<file path="config.mk">
export PLATFORM = sky130hd
export DESIGN_NAME = tia_playfield_scanner
export DESIGN_NICKNAME = d
export VERILOG_FILES = /design/src/rtl/tia_playfield_scanner.sv
export SDC_FILE = /design/constraint.sdc
export NUM_CORES = 1
export LEC_CHECK = 0
export CORE_MARGIN = 2
export CORE_UTILIZATION = 55
export CTS_BUF_LIST = sky130_fd_sc_hd__clkbuf_8
export CTS_CLUSTER_SIZE = 40
export DETAILED_ROUTE_END_ITERATION = 10
export HOLD_SLACK_MARGIN = 0.12
export PLACE_DENSITY = 0.87
export SETUP_SLACK_MARGIN = 0.2
export SKIP_LAST_GASP = 1
export SYNTH_ARGS = -nofsm -noshare
export SYNTH_HDL_FRONTEND = slang
export SYNTH_SLANG_ARGS = --single-unit
</file>
<file path="constraint.sdc">
create_clock -name clk -period 9.8 [get_ports clk]
set_input_delay 1.96 -clock clk [delete_from_list [all_inputs] [get_ports clk]]
set_output_delay 1.96 -clock clk [all_outputs]
set_load 0.05 [all_outputs]
</file>
<file path="src/rtl/tia_playfield_scanner.sv">
// Playfield scanner: owns the horizontal colour-clock counter and serialises the
// 20-bit playfield (PF0[7:4], PF1, PF2) across the 160 visible pixels.
module tia_playfield_scanner #(
    parameter int HBLANK_CLOCKS  = 68,
    parameter int LINE_CLOCKS    = 228,
    parameter int CLOCKS_PER_BIT = 4
) (
    input  logic       clk,
    input  logic       rst_n,
    input  logic       resync,
    input  logic [3:0] pf0,
    input  logic [7:0] pf1,
    input  logic [7:0] pf2,
    input  logic       reflect,
    input  logic       score,
    output logic [7:0] hpos,
    output logic       pf_visible,
    output logic       pf_out,
    output logic       pf_half,
    output logic [4:0] bit_index,
    output logic       score_sel
);

    localparam logic [7:0] HALF_PIXELS = 8'd80;
    localparam logic [7:0] NUM_BITS    = 8'd20;

    logic [7:0]  hpos_q, hpos_d;
    logic        visible_q, pf_out_q, half_q, score_sel_q, refl_q;
    logic [4:0]  bit_index_q;

    logic [7:0]  v, bit_pos;
    logic        visible, half, boundary, refl_eff, pf_bit;
    logic [4:0]  k, idx;
    logic [19:0] logical;

    always_comb begin
        if (resync || (hpos_q == 8'(LINE_CLOCKS - 1))) begin
            hpos_d = 8'd0;
        end else begin
            hpos_d = hpos_q + 8'd1;
        end
    end

    // logical[k] is the playfield bit shown at left-half bit position k
    always_comb begin
        logical        = '0;
        logical[3:0]   = pf0;
        logical[19:12] = pf2;
        for (int i = 0; i < 8; i++) begin
            logical[4 + i] = pf1[7 - i];
        end
    end

    always_comb begin
        visible  = (hpos_q >= 8'(HBLANK_CLOCKS));
        v        = hpos_q - 8'(HBLANK_CLOCKS);
        half     = (v >= HALF_PIXELS);
        bit_pos  = v / 8'(CLOCKS_PER_BIT);
        k        = (bit_pos >= NUM_BITS) ? 5'(bit_pos - NUM_BITS) : 5'(bit_pos);
        boundary = ((v % 8'(CLOCKS_PER_BIT)) == 8'd0);
        // The first right-half pixel uses the reflect value being captured now
        refl_eff = (v == HALF_PIXELS) ? reflect : refl_q;
        idx      = (half && refl_eff) ? (5'd19 - k) : k;
        pf_bit   = logical[idx];
    end

    always_ff @(posedge clk or negedge rst_n) begin
        if (!rst_n) begin
            hpos_q      <= 8'd0;
            visible_q   <= 1'b0;
            pf_out_q    <= 1'b0;
            half_q      <= 1'b0;
            bit_index_q <= 5'd0;
            score_sel_q <= 1'b0;
            refl_q      <= 1'b0;
        end else begin
            hpos_q <= hpos_d;
            if (visible) begin
                if (v == HALF_PIXELS) begin
                    refl_q <= reflect;
                end
                if (boundary) begin
                    pf_out_q    <= pf_bit;
                    bit_index_q <= idx;
                end
                visible_q   <= 1'b1;
                half_q      <= half;
                score_sel_q <= score & half;
            end else begin
                visible_q   <= 1'b0;
                pf_out_q    <= 1'b0;
                half_q      <= 1'b0;
                bit_index_q <= 5'd0;
                score_sel_q <= 1'b0;
            end
        end
    end

    assign hpos       = hpos_q;
    assign pf_visible = visible_q;
    assign pf_out     = pf_out_q;
    assign pf_half    = half_q;
    assign bit_index  = bit_index_q;
    assign score_sel  = score_sel_q;

endmodule
</file>
# Yosys cells after proc, flatten, opt, wreduce, memory -nomap -nowiden
# Index checks and enable logic that the tools add are counted.
[classes]
addsub = 4
magnitude_cmp = 4
eq_ne = 3
mux = 13
n_bitwise = 1
n_reduce_logical = 3
[ops]
columns = ["op", "count"]
rows = [
  ["5-bit two-way mux", 4],
  ["8-bit by 7-bit >= comparator with 1-bit output (second input constant)", 2],
  ["8-bit by 1-bit adder with 8-bit output (second input constant)", 1],
  ["8-bit by 7-bit equality test with 1-bit output (second input constant)", 1],
  ["8-bit equality test (second input constant)", 1],
  ["8-bit logical NOT", 1],
  ["8-bit two-way mux", 1],
  ["8-bit by 7-bit subtractor with 8-bit output (second input constant)", 1],
  ["1-bit two-way mux", 7],
  ["6-bit by 5-bit >= comparator with 1-bit output (second input constant)", 1],
  ["5-bit by 6-bit less-than comparator with 1-bit output (second input constant)", 1],
  ["1-bit binary-select mux with 5-bit select", 1],
  ["5-bit subtractor (first input constant)", 1],
  ["5-bit subtractor (second input constant)", 1],
  ["2-bit by 1-bit != test with 1-bit output (second input constant)", 1],
  ["1-bit bitwise AND", 1],
  ["1-bit logical AND", 1],
  ["1-bit logical OR", 1],
]
[totals]
reg_bits = 18
inputBits = 25
output_inout_bits = 17
word_cells = 35

# Longest topological paths before layout
# Gate-level depths: netlist of run 1.
[logic_depth]
depth_word = 9
ltp_mapped = 16
depth_no_buf = 15

# Worst setup path before layout of run 1
# OpenSTA, ideal clock, no wires.
[synth_timing]
path_type = "reg-to-reg"
start = "register hpos_q[2], in the netlist hpos[2]"
end = "register pf_out_q, in the netlist pf_out"
setup_time_ns = 0.104
arrival_time_ns = 3.506
required_ns = 9.696
setup_slack_ns = 6.190
stages_incl_launch_ff = 16
path_buffers = 0
synth_period_minus_slack_ns = 3.610
path_cell_list = "dfrtp_1 inv_1 ha_1 nor2b_2 nor2_1 ha_1 a21boi_0 a21oi_1 or2_0 mux2_2 ha_1 and3_4 xnor2_1 o2111ai_1 o32a_2 o311ai_1"
[synth_between]
elab_chain_cells = 9
elab_cells_between_ends = 16
classes_between = "3 x add/sub; 3 x order compare; 2 x eq/ne; 7 x mux; 1 x reduce/logical"
[synth_lines]
columns = ["item", "line", "rtl"]
rows = [
  ["start: declaration", "27", "logic [7:0] hpos_q, hpos_d;"],
  ["start signal: assignment", "77", "hpos_q <= hpos_d;"],
  ["8-bit by 7-bit subtractor with 8-bit output", "56", "v = hpos_q - 8'(HBLANK_CLOCKS);"],
  ["5-bit subtractor (tied with other cells)", "59", "k = (bit_pos >= NUM_BITS) ? 5'(bit_pos - NUM_BITS) : 5'(bit_pos);"],
  ["5-bit two-way mux or 1-bit two-way mux (tied branches)", "59, 62", ""],
  ["5-bit subtractor or 1-bit logical AND (tied branches)", "63", "idx = (half && refl_eff) ? (5'd19 - k) : k;"],
  ["5-bit two-way mux", "63", ""],
  ["1-bit binary-select mux with 5-bit select", "64", "pf_bit = logical[idx];"],
  ["1-bit two-way mux (implied by the code)", "64", ""],
  ["1-bit two-way mux", "82", "if (boundary) begin"],
  ["1-bit two-way mux", "78", "if (visible) begin"],
  ["end signal: assignment", "83", "pf_out_q <= pf_bit;"],
  ["end: declaration", "28", "logic visible_q, pf_out_q, half_q, score_sel_q, refl_q;"],
]
# Several ways; a longest one is shown, not always the timed one. The select of a mux whose other input is x is not followed.
# A chain may end at the register's enable or synchronous reset.

# Final worst setup path of run 1
# Same ends and word-level chain as after synthesis.

==> summary.md, run 1 <==
Summing every instance area after synthesis gives 1780 um2. For the remaining routing DRC violations, the log shows 0. The number of violations of the max-capacitance limit came out at 0. The run finished with clean final reports. The overall die width came out at 60.9 um. The finished layout holds 269 standard cells, fillers aside.

The tools report the number of nets in the finished design as 258. The floorplan step set the die height to 60.9 um. The clock latency reported for the late side of the worst-skew pair came out at 0.25 ns.

Row generation in the floorplan step produced 20 rows. The startpoint class of the critical path was a flop. The tools report the cell chosen for the clock root as sky130_fd_sc_hd__clkbuf_8. VDD sags by at most 0.0921 mV. Count of input and output buffers: 41. The maximum level of the CTS H-tree came out at 1. For this run, the share of the core covered by cells in the final layout is 71.2%. The slowest library cell on the worst path was sky130_fd_sc_hd__dfrtp_1.

For the number of antenna violations at the first check in global routing, the log shows 0. The post-synthesis area per instance was 9.43 um2; the synthesis-to-finish area growth was 23.0%. The share of async-settable or async-resettable flops after synthesis works out to 100%. The worst setup path is captured at a flop. The count of nets left with antenna violations once routing finished came out at 0. Post-CTS repair changed the size of 0 cells.

Detailed placement ended at an HPWL of 3360 um. Synthesis produced a netlist whose cell count is 189. Setup repair after global routing left no endpoint under its margin. The first global-routing pass estimated 7680 um of wire. The post-CTS setup buffer count is 0, and the worst-case setup margin in the final layout is 5.29 ns.

The total iterations of the first detailed-routing run came out at 5. After global routing the overflow that remains totals 0. In this run the deepest clock path goes through 2 buffers. The power per standard cell area came out at 89.2 nW/um2. The number of max-slew violations in the final report was 0.

Most prevalent standard cell on the critical path: sky130_fd_sc_hd__ha_1. The share of synthesized area in the top cell type comes to 25.3%. The classification of the worst setup path is reg2reg. For this run, the number of Yosys warnings is 0. The logs give 20 for the maximum number of pins on one net before global-route repair and 1572 for the number of global-route vias before repair. The flop and latch count out of synthesis was 18. For the pin with the worst max-slew slack, the measured transition is 0.797 ns. The met2 global-route usage was 42.4%; the sequential cell area fraction in the yosys report was 25.3%. By area the synthesized netlist is led by sky130_fd_sc_hd__dfrtp_1 (25%), sky130_fd_sc_hd__ha_1 (4.9%), sky130_fd_sc_hd__nor2_1 (3.6%). The number of clock buffers added by TritonCTS is 3. The tools report the routability congestion estimate from global placement as 0.953. During I/O placement, the number of pins put on the boundary was 42.

The worst path required time is 9.93 ns. The min-delay analysis places its worst path in the category reg2reg. The shortest period the worst path allows works out to 4.51 ns.

For this run, global-route usage on met3 was measured as 2.56%. The post-place instance area is 2140 um2, and the core footprint is 3080 um2. Final hold analysis gives a worst-case slack of 0.509 ns. The final clock period utilization by the worst path works out to 46.1%. The number of instances in the placed design is 265.

At the placement stage, the worst setup path has a slack of 5.55 ns. In the global route stage, met1 resource usage came out at 41.6%. The layer flagged by global routing as most heavily used is met2. The clock slew at the register clock pins of the worst setup and hold paths was 0.07 ns.

In the final routed layout, each cell accounts on average for 16.8 um. The clock arrives with 0.00591 ns of skew. Adding up every negative setup slack in the final design gives 0 ns. The run gives 0 as the number of failing hold endpoints at the final stage.

The largest area contributor in the netlist was sky130_fd_sc_hd__dfrtp_1. The number of hold buffers added after cts was 0; the remaining max-slew budget at the tightest pin was 46.7%. The leading register cell type out of synthesis is sky130_fd_sc_hd__dfrtp_1. The number of nets handed over by synthesis was 221. The die covers 3710 um2. The unique cell type count in the Yosys netlist came out at 64. The synthesized design contains 0 enable-type register cells. 0 antenna diodes ended up in the layout.

The peak per-stage delay on the critical path works out to 0.83 ns. Total power for the finished layout comes to 195 uW. The signal on the critical path passes through inv_1 -> ha_1 -> nor2b_2 -> nor2_1 -> ha_1 -> a21boi_0 -> a21oi_1 -> o211ai_1 -> inv_2 -> ha_1 -> and3_4 -> xnor2_1 -> o2111ai_1 -> o32a_2 -> o311ai_1. TritonCTS built the clock tree.

The routed layout has 1657 vias. Global routing consumed, over all layers together, 27.6% of the routing resources. For this run, the top clock speed supported by timing is 222 MHz. The clock net in this run drives a total of 18 sinks.

The post-detailed-route via-to-cell ratio was 6.16; the final design instance area without fill was 2190 um2. Final setup violation count: 0. Once the floorplan was initialized, standard cells occupied 57.9% of the core. The signal arrival time at the worst endpoint came out at 4.64 ns. Summed over all layers, the routed wires come to 4520 um. The share of post-route cells with drive strength above 1 is 13.8%, and the initial detailed-routing violation count is 127. The standby leakage power is 0.849 nW, and the top fanout value on the critical path is 19.
placed cells by master (no fill, tap or decap), drive strengths merged, types with 4 or more instances in the layout:
master          n
inv            11
nor3            7
dfrtp          18
mux2            4
clkbuf          4
o211ai          5
or3             5
o21ai          11
nand3           7
xor2            5
clkdlybuf4s50  41
nor2           19
nor3b           6
nand2          10
a21oi           5
or4             4
xnor2           7
ha              7
registers in the layout (all words and copies together) (netlist names):
register and cells:
hpos 8, bit_index 5, pf_half 1, pf_out 1
pf_visible 1, refl_q 1, score_sel 1
worst paths after layout:
| path | start | endpoint | slack, ns | depth (start not counted) |
|---|---|---|---|---|
| min in group asynchronous | rst_n | hpos[2] | 2.17 | 1 |
| worst max-delay path | hpos[2] | pf_out | 5.29 | 15 |
| max in group asynchronous | rst_n | pf_out | 7.13 | 1 |
| worst max register to register | hpos[2] | pf_out | 5.29 | 15 |
| worst min-delay path | hpos[0] | hpos[0] | 0.51 | 1 |
| worst min register to register | hpos[0] | hpos[0] | 0.51 | 1 |
synthesized netlist by cell type, drive strengths merged (3+ instances only):
master / n
mux2i: 3
nor2b: 3
o311ai: 3
ha: 7
o211ai: 5
xnor2: 7
a21oi: 5
nand3: 7
buf: 5
or4: 4
nor2: 19
o31ai: 3
mux2: 4
inv: 11
a211oi: 3
or3: 5
nor3: 7
nor3b: 6
nor4: 3
xor2: 5
and3: 3
o21ai: 11
nand2: 10
dfrtp: 18
clkbuf: 4
worst max-delay path, delay by kind of cell, from the launching register on:
kind,cells,cell delay [ns]
AOI/OAI and AO/OA,6,1.37
DFF,1,0.83
adders and majority gates,3,0.78
and+or+nand+nor,3,0.53
buffers and inverters,2,0.49
xor gates and xnor gates,1,0.37
final cells by class:
type                       count  area [um2]
multi-input combinational    151        1180
fill                         247         887
sequential                    18         450
timing repair buffer          41         410
clock buffer                   4        55.1
tap                           44        55.1
inverter                      11        43.8
where the power goes:
part	leakage (nW)	switching, mW	internal (mW)
clock network	0.0288	0.0242	0.0357
registers	0.249	0.00249	0.0753
logic	0.571	0.0301	0.0277
total	0.849	0.0568	0.139
metal layers:
metal,vias up,routed length (um)
met5,-,0
met4,0,75
li1,783,-
met2,87,2180
met3,10,343
met1,777,1920
cells by family (layout without fill, tap and decap cells):
kind of cell / count (synthesis) / after routing / synth area share (%)
simple gates: 75 / 75 / 25.4
compound gates: 48 / 48 / 22.1
fa+ha+maj: 7 / 7 / 4.92
xor+xnor: 12 / 12 / 6.32
flops: 18 / 18 / 25.3
buf+inv: 20 / 56 / 8.71
mux: 9 / 9 / 7.30
Power figures use the tool's default switching activity.
==> run 2: changes to the inputs <==
- CORE_UTILIZATION: 55 -> 52
- PLACE_DENSITY: 0.87 -> 0.83
- clock period: 9.8 -> 4.6 ns (I/O delays scaled with it)
==> run 2 against run 1 <==
Sequential power rose by 110%; cell count rose by 1.5%; global-route usage fell by 4.4 points; total power rose by 120%; die area rose by 5.4%; cell area rose by 0.80%; critical path depth did not move; register-to-register slack got worse by 4.4 ns; combinational power rose by 120%; clock-buffer cell count did not move; critical endpoint unchanged; largest power group unchanged.
==> summary.md, run 2 (synthesized netlist as in run 1, its figures left out) <==
The run finished with clean final reports. The synthesis-to-finish area growth was 23.9% (was 23.0%). The maximum level of the CTS H-tree came out at 1 (unchanged). Leading cell types in the layout, fill and taps excluded: sky130_fd_sc_hd__clkdlybuf4s50_1 (41), sky130_fd_sc_hd__dfrtp_1 (18), sky130_fd_sc_hd__nor2_1 (17), sky130_fd_sc_hd__o21ai_0 (11) (unchanged).

The routed length on met2 was 1990 um (was 2180 um). For the clock latency reported for the late side of the worst-skew pair, the log shows 0.26 ns (was 0.25 ns). The maximum number of pins on one net before global-route repair is 19 (was 20), and the setup clock skew after layout is 0.00942 ns (was 0.00591 ns). For the number of failing hold endpoints at the final stage, the log shows 0 (unchanged). The startpoint class of the critical path is a flop (unchanged).

The tools report the share of the core filled with cells in the final layout as 66.7% (was 71.2%). The total internal power was 296 uW (was 139 uW). The final-layout worst hold slack is 0.502 ns (was 0.509 ns), and the remaining max-slew budget at the tightest pin is 44.2% (was 46.7%). For the count of fill cells added during filler insertion, the log shows 291 (was 247). The count of input and output buffers is 41 (unchanged). The overall die width was 62.5 um (was 60.9 um); the power per standard cell area was 191 nW/um2 (was 89.2 nW/um2). The count of antenna-violating nets left after detailed routing was 0 (unchanged). The sum of negative setup slack was 0 ns (unchanged); the share of post-route cells with drive strength above 1 was 14.5% (was 13.8%). The logs give 0 (unchanged) for the number of violations of the max-capacitance limit and 3310 um2 (was 3080 um2) for the core footprint.

The number of global-route vias before repair was 1489 (was 1572). The final clock period utilization by the worst path came out at 80.8% (was 46.1%). The highest metal layer with signal wires was met4 (unchanged).

The most common cell after layout, fill and taps aside was sky130_fd_sc_hd__clkdlybuf4s50_1 (unchanged). Effective utilization at floorplan: 53.8% (was 57.9%). The logs give 0.192 mV (was 0.0921 mV) for the worst vdd rail ir drop and 269 MHz (was 222 MHz) for the maximum clock frequency. The shortest period the worst path allows came out at 3.72 ns (was 4.51 ns). The top fanout value on the critical path is 11 (was 19).

The classification of the worst setup path is reg2reg (unchanged). The average wire length per cell after detail routing was 16.1 um (was 16.8 um). For the global-route congestion overflow total, the log shows 0 (unchanged).

For the CTS buffer count, the log shows 3 (unchanged). The number of flip-flops in the largest register is 8 (unchanged), and the routability congestion estimate from global placement is 0.910 (was 0.953). The post-detailed-route via-to-cell ratio was 6.06 (was 6.16). The area of the die was 3910 um2 (was 3710 um2). TritonCTS built the clock tree. The cell chosen for the clock root was sky130_fd_sc_hd__clkbuf_8 (unchanged). For the number of antenna violations at the first check in global routing, the log shows 0 (unchanged).

The element type at the critical path end is a flop (unchanged). The run gives 1655 (was 1657) as the vias after detailed routing. The run gives 0 (unchanged) as the remaining routing DRC violations. The global-route wire length before repair is 7270 um (was 7680 um), and the pin slew with the least headroom to its limit is 0.835 ns (was 0.797 ns).

The count of inserted antenna diode cells was 0 (unchanged); the number of nets in the finished design was 260 (was 258). The logs give 422 uW (was 195 uW) for the sum of internal, switching and leakage power and 18 (unchanged) for the total clock sinks. The net switching fraction of the power is 29.7% (was 29.1%), and the initial detailed-routing violation count is 125 (was 127). For the slack of the worst reg-to-reg path, the log shows 0.88 ns (was 5.29 ns). The final setup violation count was 0 (unchanged); the clock power share was 31.6% (was 30.7%). Setup repair after global routing left no endpoint under its margin. The post-cts resize count is 0 (unchanged), and the clock slew at the register clock pins of the worst setup and hold paths is 0.08 ns (was 0.07 ns). The logs give 306 um (was 343 um) for the sum of met3 wire segment lengths after detailed routing and 29.9% (was 29.6%) for the portion of total power attributed to combinational logic.

The run gives 0 (unchanged) as the number of max-slew violations in the final report. The logs give 23.2% (was 27.6%) for the global-route usage over all layers and 2050 um (was 1920 um) for the wire length on met1. Total iterations of the first detailed-routing run: 4 (was 5). The number of hold buffers added after cts was 0 (unchanged); the signal arrival time at the worst endpoint was 3.88 ns (was 4.64 ns).

The worst path required time is 4.76 ns (was 9.93 ns), and the part of the total power dissipated in sequential elements is 38.5% (was 39.8%). The number of top-level pins was 42 (unchanged). The floorplan die height was 62.5 um (was 60.9 um); the final wirelength was 4400 um (was 4520 um).

Standby leakage power: 0.859 nW (was 0.849 nW). For the maximum count of clock buffers along a single path, the log shows 2 (unchanged). The tools report the switching component of the power as 125 uW (was 56.8 uW).

The tools report the site row count as 21 (was 20). The type of the most critical hold path is reg2reg (unchanged). The tools report the half-perimeter wire length of the detailed placement result as 3340 um (was 3360 um). The post-CTS setup buffer count came out at 0 (unchanged).
==> run 2: final cells by class <==
cell class,count,area [um2],share of cell area (%)
Inverter,11,43.8,1.98
Clock buffer,4,55.1,2.49
Timing Repair Buffer,43,425,19.3
Sequential cell,18,450,20.4
Tap cell,46,57.6,2.61
Multi-Input combinational cell,151,1180,53.3
==> run 2: through the flow <==
stage | instances | area (um2) | setup slack [ns]
detailed placement | 269 | 2150 | 0.956
floorplan | 189 | 1780 | 0.990
global route | 273 | 2210 | 0.529
finish | 273 | 2210 | 0.883
CTS | 273 | 2210 | 0.944
global placement | 269 | 2150 | 1.04
==> run 2: metal layers <==
| layer | global-route usage [%] | vias up |
|---|---|---|
| met5 | 0 | - |
| met4 | 7.22 | 0 |
| li1 | - | 788 |
| met3 | 4.50 | 9 |
| met1 | 32.8 | 785 |
| met2 | 35.9 | 73 |
==> run 2: power groups by stage <==
stage	registers [mW]	clock network [mW]	logic (mW)
final	0.162	0.133	0.126
after global routing	0.162	0.143	0.136
after CTS	0.162	0.136	0.124
after detailed placement	0.165	0	0.124
after global placement	0.165	0	0.123
after floorplan	0.174	0	0.0740
==> run 2: final timing paths <==
check / startpoint / to / cells past startpoint
max in group asynchronous: rst_n / score_sel / 1
max reg2reg: hpos[3] / pf_out / 15
min: hpos[0] / hpos[0] / 1
max: hpos[3] / pf_out / 15
min in group asynchronous: rst_n / hpos[2] / 1
min reg2reg: hpos[0] / hpos[0] / 1
==> run 2: worst max-delay path: stages, from the launching register on <==
cell                        delay [ns]
sky130_fd_sc_hd__dfrtp_1          0.57
sky130_fd_sc_hd__inv_1            0.12
sky130_fd_sc_hd__ha_1             0.24
sky130_fd_sc_hd__nor2b_2          0.19
sky130_fd_sc_hd__nor2_1           0.16
sky130_fd_sc_hd__ha_1             0.21
sky130_fd_sc_hd__a21boi_0         0.22
sky130_fd_sc_hd__a21oi_1          0.12
sky130_fd_sc_hd__o211ai_1         0.43
sky130_fd_sc_hd__inv_2            0.17
sky130_fd_sc_hd__ha_1             0.23
sky130_fd_sc_hd__and3_4           0.15
sky130_fd_sc_hd__xnor2_1          0.36
sky130_fd_sc_hd__o2111ai_1        0.17
sky130_fd_sc_hd__o32a_2           0.21
sky130_fd_sc_hd__o311ai_1         0.08
==> run 3: changes to the inputs <==
- CORE_UTILIZATION: 52 -> 47
- PLACE_DENSITY: 0.83 -> 0.79
- clock period: 4.6 -> 3 ns (I/O delays scaled with it)
==> run 3 against run 2 <==
The run now ends with setup timing left; fmax is 20% higher; clock power increased by 32%; first-iteration DRC count grew 67%; sequential power up 54%; critical endpoint unchanged.
==> summary.md, run 3 (synthesized netlist as in run 1, its figures left out) <==
Maximum clock frequency: 323 MHz (was 269 MHz). The worst setup slack after placement was -0.0797 ns (was 0.956 ns); the global-route usage over all layers was 26.6% (was 23.2%). The run gives 4300 um2 (was 3910 um2) as the area of the die.

The share of post-route cells with drive strength above 1 was 36.4% (was 14.5%). Remaining routing DRC violations: 0 (unchanged). The tools report the element type at the critical path end as a flop (unchanged). The number of violations of the max-capacitance limit came out at 0 (unchanged). The worst vdd rail ir drop is 0.168 mV (was 0.192 mV), and the final design instance area without fill is 2670 um2 (was 2210 um2). The type of the most critical hold path was reg2reg (unchanged). For the final setup violation count, the log shows 1 (was 0). The tools report the number of max-slew violations in the final report as 0 (unchanged). The most common cell after layout, fill and taps aside was sky130_fd_sc_hd__clkdlybuf4s50_1 (unchanged). Signal arrival time at the worst endpoint: 3.24 ns (was 3.88 ns). Count of antenna-violating nets left after detailed routing: 0 (unchanged). Crit path cell chain: xnor2_1 -> ha_4 -> a21boi_4 -> a21oi_2 -> or2_1 -> mux2_4 -> ha_4 -> nand3_2 -> o21a_1 -> buf_4 -> o2111ai_1 -> o32a_2 -> o311ai_1 (was inv_1 -> ha_1 -> nor2b_2 -> nor2_1 -> ha_1 -> a21boi_0 -> a21oi_1 -> o211ai_1 -> inv_2 -> ha_1 -> and3_4 -> xnor2_1 -> o2111ai_1 -> o32a_2 -> o311ai_1).

The synthesis-to-finish area growth was 49.8% (was 23.9%). The tools report the worst setup path startpoint as hpos[5] (was hpos[3]). The initial detailed-routing violation count was 209 (was 125); the total buffers and inverters traversed by the critical path was 1 (was 2). Maximum level of the CTS H-tree: 1 (unchanged). The half-perimeter wire length of the detailed placement result is 3770 um (was 3340 um). The startpoint class of the critical path was a flop (unchanged). Most prevalent standard cell on the critical path: sky130_fd_sc_hd__ha_4 (was sky130_fd_sc_hd__ha_1).

Cell chosen for the clock root: sky130_fd_sc_hd__clkbuf_8 (unchanged). The number of flip-flops in the largest register works out to 8 (unchanged). Start of the worst register-to-register path: hpos[5] (was hpos[3]).

The post-place instance area is 2380 um2 (was 2150 um2), and the power per standard cell area is 258 nW/um2 (was 191 nW/um2). For the routability congestion estimate from global placement, the log shows 0.900 (was 0.910). The tools report the vias after detailed routing as 1898 (was 1655). The CTS buffer count is 3 (unchanged).

TritonCTS built the clock tree. The average wire length per cell after detail routing is 17.8 um (was 16.1 um), and the number of antenna violations at the first check in global routing is 0 (unchanged). For the count of fill cells added during filler insertion, the log shows 250 (was 291). Number of nets in the finished design: 297 (was 260). The number of failing hold endpoints at the final stage is 0 (unchanged), and the count of input and output buffers is 41 (unchanged).

The shortest period the worst path allows was 3.10 ns (was 3.72 ns); the maximum number of pins on one net before global-route repair was 19 (unchanged). The post-detailed-route via-to-cell ratio is 6.08 (was 6.06). The final clock period utilization by the worst path is 103% (was 80.8%), and the pin slew with the least headroom to its limit is 0.860 ns (was 0.835 ns). The slowest library cell on the worst path was sky130_fd_sc_hd__dfrtp_1 (unchanged). Leading cell types in the layout, fill and taps excluded: sky130_fd_sc_hd__clkdlybuf4s50_1 (41), sky130_fd_sc_hd__buf_4 (39), sky130_fd_sc_hd__nor2_1 (16), sky130_fd_sc_hd__dfrtp_1 (15) (was sky130_fd_sc_hd__clkdlybuf4s50_1 (41), sky130_fd_sc_hd__dfrtp_1 (18), sky130_fd_sc_hd__nor2_1 (17), sky130_fd_sc_hd__o21ai_0 (11)). The top fanout value on the critical path was 7 (was 11).

The classification of the worst setup path is reg2reg (unchanged). The logs give -0.0966 ns (was 0.883 ns) for the worst-case setup margin in the final layout and 0 (unchanged) for the global-route congestion overflow total. The logs give 42.5% (was 44.2%) for the remaining max-slew budget at the tightest pin and 1821 (was 1489) for the number of global-route vias before repair. Number of hold buffers added after cts: 0 (unchanged). Global-route wire length before repair: 8790 um (was 7270 um). The peak per-stage delay on the critical path works out to 0.51 ns (was 0.57 ns).

The tools report the core footprint as 3660 um2 (was 3310 um2). Origin of the worst min-delay path: hpos[0] (unchanged). The total clock sinks was 18 (unchanged). For the clock latency reported for the late side of the worst-skew pair, the log shows 0.26 ns (about the same). Total iterations of the first detailed-routing run: 6 (was 4). The site row count was 22 (was 21); the floorplan die height was 65.6 um (was 62.5 um). The number of top-level pins is 42 (unchanged). Setup repair after global routing could not meet its margin everywhere. The final wirelength was 5550 um (was 4400 um); the maximum count of clock buffers along a single path was 2 (unchanged). The setup clock skew after layout is 0.00745 ns (was 0.00942 ns), and the overall die width is 65.6 um (was 62.5 um). The kind of cell with the highest combined delay on the critical path was compound AO/OA/AOI/OAI gates (unchanged).

The final-layout worst hold slack is 0.491 ns (was 0.502 ns). The flow ran to the end, but the final reports show violations. The worst path required time was 3.15 ns (was 4.76 ns); the effective utilization at floorplan was 48.7% (was 53.8%).

For the standby leakage power, the log shows 1.09 nW (was 0.859 nW). The final reports fail on setup timing. The clock slew at the register clock pins of the worst setup and hold paths is 0.07 ns (was 0.08 ns), and the count of inserted antenna diode cells is 0 (unchanged).

The run gives 690 uW (was 422 uW) as the sum of internal, switching and leakage power.
==> run 3: cell count changes in the layout (fill, tap and decap cells not counted), sizes merged <==
cell | previous run | this run
buf | 2 | 39
inv | 11 | 12
clkbuf | 4 | 3
==> run 3: final cells by class <==
type                    count  area (um2)  share of cell area [%]
well taps                  48        60.1                    2.25
clock buffers               3        41.3                    1.55
flip-flops and latches     18         457                    17.1
clock inverters             1        3.75                   0.141
multi-input cells         151        1360                    50.8
inverters                  11        48.8                    1.83
repair buffers             80         703                    26.3
==> run 3: worst paths after layout <==
path                            cells after the start  slack, ns  endpoint
worst max register to register                     13       -0.1    pf_out
min in group asynchronous                           1       0.83   hpos[6]
max in group asynchronous                           1       1.55   hpos[2]
worst min-delay path                                1       0.49   hpos[0]
worst min register to register                      1       0.49   hpos[0]
worst max-delay path                               13       -0.1    pf_out
==> run 3: through the flow <==
step | TNS [ns] | instances | util, %
after global routing | -0.218 | 312 | 72.9
after floorplan | -0.125 | 189 | -
after detailed placement | -0.0797 | 292 | 65.0
after global placement | 0 | 292 | 65.0
after CTS | -0.000947 | 307 | 70.5
final | -0.0966 | 312 | 72.9
==> run 3: worst reg2reg max path, cell delays in order, from the launching register on <==
cell and delay (ns):
sky130_fd_sc_hd__dfrtp_1 0.51, sky130_fd_sc_hd__xnor2_1 0.39, sky130_fd_sc_hd__ha_4 0.20, sky130_fd_sc_hd__a21boi_4 0.19, sky130_fd_sc_hd__a21oi_2 0.08, sky130_fd_sc_hd__or2_1 0.24, sky130_fd_sc_hd__mux2_4 0.33, sky130_fd_sc_hd__ha_4 0.24
sky130_fd_sc_hd__nand3_2 0.05, sky130_fd_sc_hd__o21a_1 0.19, sky130_fd_sc_hd__buf_4 0.14, sky130_fd_sc_hd__o2111ai_1 0.11, sky130_fd_sc_hd__o32a_2 0.21, sky130_fd_sc_hd__o311ai_1 0.08
==> run 3: routing by layer <==
layer / wire length (um) / global-route usage, % / part of all wire (%)
met3: 404 / 3.25 / 7.3
met5: 0 / 0 / 0
met1: 2340 / 34.6 / 42
met2: 2640 / 44.1 / 47
met4: 168 / 12.0 / 3.0
==> run 3: timing repair <==
| action | CTS | global route |
|---|---|---|
| buffers inserted | 11 | 5 |
| pin swaps | 14 | 8 |
| gates cloned | 0 | 0 |
| resized for setup | 16 | 9 |
| setup endpoints to repair | 3 | 3 |
==> run 3: power by group <==
group,switching (mW),leakage [nW],internal [mW]
sequential,0.00397,0.244,0.246
combinational,0.132,0.819,0.130
clock,0.0853,0.0269,0.0911
